==> config.mk <==
export PLATFORM = sky130hd
export DESIGN_NAME = mips_multicycle_ctrl_flat
export DESIGN_NICKNAME = d
export VERILOG_FILES = /design/src/rtl/mips_multicycle_ctrl_if.sv /design/src/rtl/mips_multicycle_ctrl.sv /design/src/flat_wrapper.sv
export SDC_FILE = /design/constraint.sdc
export NUM_CORES = 1
export LEC_CHECK = 0
export CAP_MARGIN = 20
export CORE_MARGIN = 2
export CORE_UTILIZATION = 30
export CTS_CLUSTER_SIZE = 28
export DETAILED_ROUTE_END_ITERATION = 8
export HOLD_SLACK_MARGIN = 0.02
export MAX_ROUTING_LAYER = met4
export SLEW_MARGIN = 10
export SYNTH_ARGS = -nofsm -noshare
export SYNTH_HDL_FRONTEND = slang
export SYNTH_SLANG_ARGS = --single-unit
export TNS_END_PERCENT = 10
==> constraint.sdc <==
create_clock -name clk -period 5.01 [get_ports clk]
set_input_delay 0.7515 -clock clk [delete_from_list [all_inputs] [get_ports clk]]
set_output_delay 0.7515 -clock clk [all_outputs]
set_load 0.01 [all_outputs]
==> src/rtl/mips_multicycle_ctrl_if.sv <==
// Control bus between the multicycle MIPS sequencer and its datapath.
// The controller is the master; the datapath supplies IR fields, the ALU zero flag and memory handshake.
interface mips_multicycle_ctrl_if;
  logic [5:0] opcode;
  logic [5:0] funct;
  logic       zero;
  logic       mem_ready;

  logic       MemRE;
  logic       MemWE;
  logic       IorD;
  logic       IRWE;
  logic       PCWE;
  logic [1:0] PCSrc;
  logic       RFWE;
  logic       RFDSel;
  logic       MtoRFSel;
  logic       ALUSrcA;
  logic [1:0] ALUSrcB;
  logic [3:0] ALUsel;
  logic       illegal;
  logic [3:0] state;

  modport master (
    input  opcode, funct, zero, mem_ready,
    output MemRE, MemWE, IorD, IRWE, PCWE, PCSrc, RFWE, RFDSel, MtoRFSel,
           ALUSrcA, ALUSrcB, ALUsel, illegal, state
  );

  modport slave (
    output opcode, funct, zero, mem_ready,
    input  MemRE, MemWE, IorD, IRWE, PCWE, PCSrc, RFWE, RFDSel, MtoRFSel,
           ALUSrcA, ALUSrcB, ALUsel, illegal, state
  );
endinterface

==> src/rtl/mips_multicycle_ctrl.sv <==
// Moore sequencer for the shared-memory multicycle MIPS datapath.
// Steps fetch/decode/execute/memory/writeback, stalls on mem_ready, flags unsupported encodings.
module mips_multicycle_ctrl (
  input  logic                   clk,
  input  logic                   rst_n,
  mips_multicycle_ctrl_if.master bus
);

  typedef enum logic [3:0] {
    S_RST    = 4'd0,
    S_FETCH  = 4'd1,
    S_DECODE = 4'd2,
    S_MEMADR = 4'd3,
    S_MEMRD  = 4'd4,
    S_MEMWB  = 4'd5,
    S_MEMWR  = 4'd6,
    S_EXEC   = 4'd7,
    S_ALUWB  = 4'd8,
    S_BRANCH = 4'd9,
    S_ADDIEX = 4'd10,
    S_ADDIWB = 4'd11,
    S_JUMP   = 4'd12,
    S_ILL    = 4'd13
  } state_t;

  localparam logic [5:0] OP_RTYPE = 6'h00;
  localparam logic [5:0] OP_J     = 6'h02;
  localparam logic [5:0] OP_BEQ   = 6'h04;
  localparam logic [5:0] OP_ADDI  = 6'h08;
  localparam logic [5:0] OP_LW    = 6'h23;
  localparam logic [5:0] OP_SW    = 6'h2B;

  localparam logic [3:0] ALU_AND = 4'b0000;
  localparam logic [3:0] ALU_OR  = 4'b0001;
  localparam logic [3:0] ALU_ADD = 4'b0010;
  localparam logic [3:0] ALU_SUB = 4'b0110;
  localparam logic [3:0] ALU_SLT = 4'b0111;
  localparam logic [3:0] ALU_NOR = 4'b1100;

  // Write enables that depend on same-cycle inputs are stored as qualifiers
  // and gated combinationally with mem_ready / zero at the outputs.
  typedef struct packed {
    logic       memre;
    logic       memwe;
    logic       iord;
    logic       irwe_rdy;
    logic       pcwe_rdy;
    logic       pcwe_zero;
    logic       pcwe;
    logic [1:0] pcsrc;
    logic       rfwe;
    logic       rfdsel;
    logic       mtorfsel;
    logic       alusrca;
    logic [1:0] alusrcb;
    logic [3:0] alusel;
    logic       illegal;
  } ctl_t;

  state_t     state_q, state_d;
  ctl_t       ctl_q, ctl_d;
  logic       is_sw_q;
  logic       funct_ok_q;
  logic [3:0] funct_alu;
  logic       funct_ok;

  always_comb begin
    funct_alu = ALU_AND;
    funct_ok  = 1'b1;
    case (bus.funct)
      6'h20:   funct_alu = ALU_ADD;
      6'h22:   funct_alu = ALU_SUB;
      6'h24:   funct_alu = ALU_AND;
      6'h25:   funct_alu = ALU_OR;
      6'h27:   funct_alu = ALU_NOR;
      6'h2A:   funct_alu = ALU_SLT;
      default: funct_ok  = 1'b0;
    endcase
  end

  always_comb begin
    state_d = S_FETCH;
    case (state_q)
      S_RST:    state_d = S_FETCH;
      S_FETCH:  state_d = bus.mem_ready ? S_DECODE : S_FETCH;
      S_DECODE: begin
        case (bus.opcode)
          OP_LW, OP_SW: state_d = S_MEMADR;
          OP_RTYPE:     state_d = S_EXEC;
          OP_BEQ:       state_d = S_BRANCH;
          OP_ADDI:      state_d = S_ADDIEX;
          OP_J:         state_d = S_JUMP;
          default:      state_d = S_ILL;
        endcase
      end
      S_MEMADR: state_d = is_sw_q ? S_MEMWR : S_MEMRD;
      S_MEMRD:  state_d = bus.mem_ready ? S_MEMWB : S_MEMRD;
      S_MEMWR:  state_d = bus.mem_ready ? S_FETCH : S_MEMWR;
      S_EXEC:   state_d = funct_ok_q ? S_ALUWB : S_ILL;
      S_ADDIEX: state_d = S_ADDIWB;
      default:  state_d = S_FETCH;
    endcase
  end

  // Outputs are decoded from the state being entered so they are registered
  // alongside it; EXEC is only entered from DECODE, where funct is already valid.
  always_comb begin
    ctl_d = '0;
    case (state_d)
      S_FETCH: begin
        ctl_d.memre    = 1'b1;
        ctl_d.alusrcb  = 2'b01;
        ctl_d.alusel   = ALU_ADD;
        ctl_d.irwe_rdy = 1'b1;
        ctl_d.pcwe_rdy = 1'b1;
      end
      S_DECODE: begin
        ctl_d.alusrcb = 2'b11;
        ctl_d.alusel  = ALU_ADD;
      end
      S_MEMADR, S_ADDIEX: begin
        ctl_d.alusrca = 1'b1;
        ctl_d.alusrcb = 2'b10;
        ctl_d.alusel  = ALU_ADD;
      end
      S_MEMRD: begin
        ctl_d.memre = 1'b1;
        ctl_d.iord  = 1'b1;
      end
      S_MEMWB: begin
        ctl_d.rfwe     = 1'b1;
        ctl_d.mtorfsel = 1'b1;
      end
      S_MEMWR: begin
        ctl_d.memwe = 1'b1;
        ctl_d.iord  = 1'b1;
      end
      S_EXEC: begin
        ctl_d.alusrca = 1'b1;
        ctl_d.alusel  = funct_alu;
      end
      S_ALUWB: begin
        ctl_d.rfwe   = 1'b1;
        ctl_d.rfdsel = 1'b1;
      end
      S_BRANCH: begin
        ctl_d.alusrca   = 1'b1;
        ctl_d.alusel    = ALU_SUB;
        ctl_d.pcsrc     = 2'b01;
        ctl_d.pcwe_zero = 1'b1;
      end
      S_ADDIWB: ctl_d.rfwe = 1'b1;
      S_JUMP: begin
        ctl_d.pcsrc = 2'b10;
        ctl_d.pcwe  = 1'b1;
      end
      S_ILL:   ctl_d.illegal = 1'b1;
      default: ctl_d = '0;
    endcase
  end

  always_ff @(posedge clk or negedge rst_n) begin
    if (!rst_n) begin
      state_q    <= S_RST;
      ctl_q      <= '0;
      is_sw_q    <= 1'b0;
      funct_ok_q <= 1'b0;
    end else begin
      state_q <= state_d;
      ctl_q   <= ctl_d;
      if (state_q == S_DECODE) begin
        is_sw_q    <= (bus.opcode == OP_SW);
        funct_ok_q <= funct_ok;
      end
    end
  end

  assign bus.MemRE    = ctl_q.memre;
  assign bus.MemWE    = ctl_q.memwe;
  assign bus.IorD     = ctl_q.iord;
  assign bus.IRWE     = ctl_q.irwe_rdy & bus.mem_ready;
  assign bus.PCWE     = ctl_q.pcwe
                      | (ctl_q.pcwe_rdy & bus.mem_ready)
                      | (ctl_q.pcwe_zero & bus.zero);
  assign bus.PCSrc    = ctl_q.pcsrc;
  assign bus.RFWE     = ctl_q.rfwe;
  assign bus.RFDSel   = ctl_q.rfdsel;
  assign bus.MtoRFSel = ctl_q.mtorfsel;
  assign bus.ALUSrcA  = ctl_q.alusrca;
  assign bus.ALUSrcB  = ctl_q.alusrcb;
  assign bus.ALUsel   = ctl_q.alusel;
  assign bus.illegal  = ctl_q.illegal;
  assign bus.state    = state_q;

endmodule

==> src/flat_wrapper.sv <==
// flat-port wrapper written by rule: the top's interface ports become plain ports
module mips_multicycle_ctrl_flat 
  (clk, rst_n, bus_opcode, bus_funct, bus_zero, bus_mem_ready, bus_MemRE, bus_MemWE, bus_IorD, bus_IRWE, bus_PCWE, bus_PCSrc, bus_RFWE, bus_RFDSel, bus_MtoRFSel, bus_ALUSrcA, bus_ALUSrcB, bus_ALUsel, bus_illegal, bus_state);
  mips_multicycle_ctrl_if bus_i ();
  input  logic clk;
  input  logic rst_n;
  input wire logic [$bits(bus_i.opcode)-1:0] bus_opcode;
  input wire logic [$bits(bus_i.funct)-1:0] bus_funct;
  input wire logic [$bits(bus_i.zero)-1:0] bus_zero;
  input wire logic [$bits(bus_i.mem_ready)-1:0] bus_mem_ready;
  output wire logic [$bits(bus_i.MemRE)-1:0] bus_MemRE;
  output wire logic [$bits(bus_i.MemWE)-1:0] bus_MemWE;
  output wire logic [$bits(bus_i.IorD)-1:0] bus_IorD;
  output wire logic [$bits(bus_i.IRWE)-1:0] bus_IRWE;
  output wire logic [$bits(bus_i.PCWE)-1:0] bus_PCWE;
  output wire logic [$bits(bus_i.PCSrc)-1:0] bus_PCSrc;
  output wire logic [$bits(bus_i.RFWE)-1:0] bus_RFWE;
  output wire logic [$bits(bus_i.RFDSel)-1:0] bus_RFDSel;
  output wire logic [$bits(bus_i.MtoRFSel)-1:0] bus_MtoRFSel;
  output wire logic [$bits(bus_i.ALUSrcA)-1:0] bus_ALUSrcA;
  output wire logic [$bits(bus_i.ALUSrcB)-1:0] bus_ALUSrcB;
  output wire logic [$bits(bus_i.ALUsel)-1:0] bus_ALUsel;
  output wire logic [$bits(bus_i.illegal)-1:0] bus_illegal;
  output wire logic [$bits(bus_i.state)-1:0] bus_state;
  assign bus_i.opcode = bus_opcode;
  assign bus_i.funct = bus_funct;
  assign bus_i.zero = bus_zero;
  assign bus_i.mem_ready = bus_mem_ready;
  assign bus_MemRE = bus_i.MemRE;
  assign bus_MemWE = bus_i.MemWE;
  assign bus_IorD = bus_i.IorD;
  assign bus_IRWE = bus_i.IRWE;
  assign bus_PCWE = bus_i.PCWE;
  assign bus_PCSrc = bus_i.PCSrc;
  assign bus_RFWE = bus_i.RFWE;
  assign bus_RFDSel = bus_i.RFDSel;
  assign bus_MtoRFSel = bus_i.MtoRFSel;
  assign bus_ALUSrcA = bus_i.ALUSrcA;
  assign bus_ALUSrcB = bus_i.ALUSrcB;
  assign bus_ALUsel = bus_i.ALUsel;
  assign bus_illegal = bus_i.illegal;
  assign bus_state = bus_i.state;
  mips_multicycle_ctrl u_core (.clk(clk), .rst_n(rst_n), .bus(bus_i));
endmodule
==> impl_metrics.env <==
export IMPL_syn2layout_area_growth_pct=31.2
export IMPL_hold_viol=0
export IMPL_setup_ws_ns=2.01
export IMPL_htree_levels=1
export IMPL_tritoncts="done"
export IMPL_max_vdd_ir_drop_uv=147
export IMPL_io_buffers=37
export IMPL_grt_max_degree=25
export IMPL_core_area_sq_um=4090
export IMPL_num_vias=1081
export IMPL_dr_wl_met3_um=103
export IMPL_antenna_found_initial=0
export IMPL_required_ns=4.26
export IMPL_grt_pass1_wl_mm=4.85
export IMPL_clk_pin_slew_worst_paths_ns=0.08
export IMPL_met2WireLength_mm=1.46
export IMPL_cts_inserted_buffers=3
export IMPL_cap_violations=0
export IMPL_fin_crit_ns=3.00
export IMPL_fp_dieW_um=69.9
export IMPL_cp_arrival_ns=2.25
export IMPL_setup_tns_final_ns=0
export IMPL_min_path_type="reg2reg"
export IMPL_setup_violations=0
export IMPL_synth_flop_cell="dfrtp_1"
export IMPL_viasPerCell=5.10
export IMPL_worstPathMaxFanout=7
export IMPL_cts_sinks=24
export IMPL_period_share_pct=59.9
export IMPL_max_slew_worst_pin_slew_ns=0.661
export IMPL_cts_resized=0
export IMPL_wl_per_cell_um=13.2
export IMPL_die_area_sq_um=4880
export IMPL_dpl_hpwl_mm=2.15
export IMPL_grt_overflow=0
export IMPL_synth_seq_cells=24
export IMPL_outcome="completed"
export IMPL_cts_buffer_depth=2
export IMPL_p_leak_nw=0.695
export IMPL_avgSynthCellArea_sq_um=9.72
export IMPL_p_per_area_nw_per_um2=503
export IMPL_cp_end_kind="output pin"
export IMPL_slew_violations=0
export IMPL_rsz0062_at_grt="false"
export IMPL_drtIter0Drc=69
export IMPL_io_pins=38
export IMPL_wl_met1_mm=1.21
export IMPL_synthesis_area_sq_um=1300
export IMPL_die_y_um=69.9
export IMPL_nets=180
export IMPL_crit_type="in2out"
export IMPL_route_top_layer_used="met4"
export IMPL_layout_commonest_cell="clkdlybuf4s50_1"
export IMPL_synth_cell_types=44
export IMPL_totalWireLength_mm=2.79
export IMPL_synth_edf_count=0
export IMPL_post_place_ws_ns=2.01
export IMPL_cp_start_kind="input port"
export IMPL_skew_ns=0.000966
export IMPL_num_antenna_cells=0
export IMPL_initial_utilization_pct=31.9
export IMPL_drc=0
export IMPL_final_cell_mix="clkdlybuf4s50_1 (37), dfrtp_1 (24), nor2_1 (16)"
export IMPL_async_reset_ff_share_pct=100
export IMPL_ant_nets=0
export IMPL_synth_cells=134
export IMPL_syn_num_nets=150
export IMPL_postCtsHoldBufs=0
export IMPL_drive_above_1_share_pct=8.02
export IMPL_grt_pass1_vias=1075
export IMPL_clock_root_buffer="clkbuf_8"
export IMPL_grt_util_all_layers_pct=12.3
export IMPL_rows=23
export IMPL_yosysSeqAreaShare_pct=46.1
export IMPL_post_route_util_pct=41.8
export IMPL_yosys_warnings=0
export IMPL_clk_latency_ns=0.26
export IMPL_dr_pass1_iters=4
export IMPL_clock_fmax_mhz=333
export IMPL_slew_limit_headroom_pct=55.8
export IMPL_post_cts_setup_buffers=0
export IMPL_gp_routability_congestion=0.773
==> final cells by class <==
type | count | area (sq um)
clock buffers | 3 | 41.3
well taps | 50 | 62.6
repair buffers | 38 | 385
multi-input cells | 94 | 608
fillers | 395 | 2380
inverters | 3 | 11.3
flip-flops and latches | 24 | 601
==> cells in the mapped netlist (2+ instances only) <==
master / instances / share of area, %
o22ai_1: 2 / 0.96
and3_1: 2 / 0.96
dfrtp_1: 24 / 46
o21ai_0: 5 / 1.9
or4_1: 2 / 1.2
mux2i_1: 2 / 1.5
buf_4: 8 / 4.6
nand3_1: 3 / 1.2
a211o_1: 3 / 2.0
nand2b_1: 6 / 2.9
nand2_1: 12 / 3.5
a31oi_1: 4 / 1.9
and2_1: 2 / 0.96
nor2_1: 16 / 4.6
inv_1: 3 / 0.86
o211ai_1: 2 / 1.2
o31ai_1: 2 / 1.2
nor3_1: 6 / 2.3
a211oi_1: 2 / 1.2
buf_2: 3 / 1.2
a21boi_0: 2 / 1.2
==> path summary, 6_finish.rpt <==
kind	endpoint	slack, ns	from	cells past startpoint
worst min register to register	u_core.is_sw_q$_DFFE_PN0P_	0.50	u_core.is_sw_q$_DFFE_PN0P_	2
min in group asynchronous	u_core.bus.RFDSel$_DFF_PN0_	0.82	rst_n	1
worst max register to register	u_core.bus.ALUsel[1]$_DFF_PN0_	2.60	u_core.bus.state[0]$_DFF_PN0_	6
max in group asynchronous	u_core.bus.state[3]$_DFF_PN0_	3.73	rst_n	2
worst min-delay path	u_core.is_sw_q$_DFFE_PN0P_	0.50	u_core.is_sw_q$_DFFE_PN0P_	2
worst max-delay path	bus_PCWE	2.01	bus_mem_ready	4
==> flip-flops by register name, summed over array words and instances, names as in the netlist, 2 cells and up <==
register            count
u_core.bus.ALUSrcB      2
u_core.ctl_q            2
u_core.bus.PCSrc        2
u_core.bus.state        4
u_core.bus.ALUsel       4
==> critical path, cell delays in order <==
cell and delay, ns:
clkdlybuf4s50_1 0.54, and2_1 0.22, a211o_1 0.26, clkdlybuf4s50_1 0.47
==> power by group <==
group / total, W / internal, W / switching [W]
Clock: 0.000109 / 0.0000536 / 0.0000551
Combinational: 0.000422 / 0.000212 / 0.000210
Sequential: 0.000328 / 0.000256 / 0.0000724
==> layer usage <==
layer  up-vias  global-route usage [%]
met1       522                    15.6
li1        532                       -
met5         -                       -
met4         0                    3.85
met3         2                    1.15
met2        25                    21.0
==> per-stage QoR <==
stage / cells / cell area, sq um / hold WS, ns / total power [W]
3_5_place_dp: 208 / 1650 / 0.484 / 0.000755
6_report: 212 / 1710 / 0.505 / 0.000859
5_1_grt: 212 / 1710 / 0.541 / 0.000924
4_1_cts: 211 / 1690 / 0.506 / 0.000866
2_1_floorplan: 134 / 1300 / 0.444 / 0.000603
3_3_place_gp: 208 / 1650 / 0.479 / 0.000747
==> logic make-up after synthesis <==
kind of cell / after synthesis / share of synthesized area (%)
xor gates and xnor gates: 1 / 0.673
buffers and inverters: 16 / 7.20
DFF: 24 / 46.1
AOI/OAI and AO/OA: 29 / 17.2
and+or+nand+nor: 61 / 26.4
muxes: 3 / 2.40
Power figures use the tool's default switching activity.
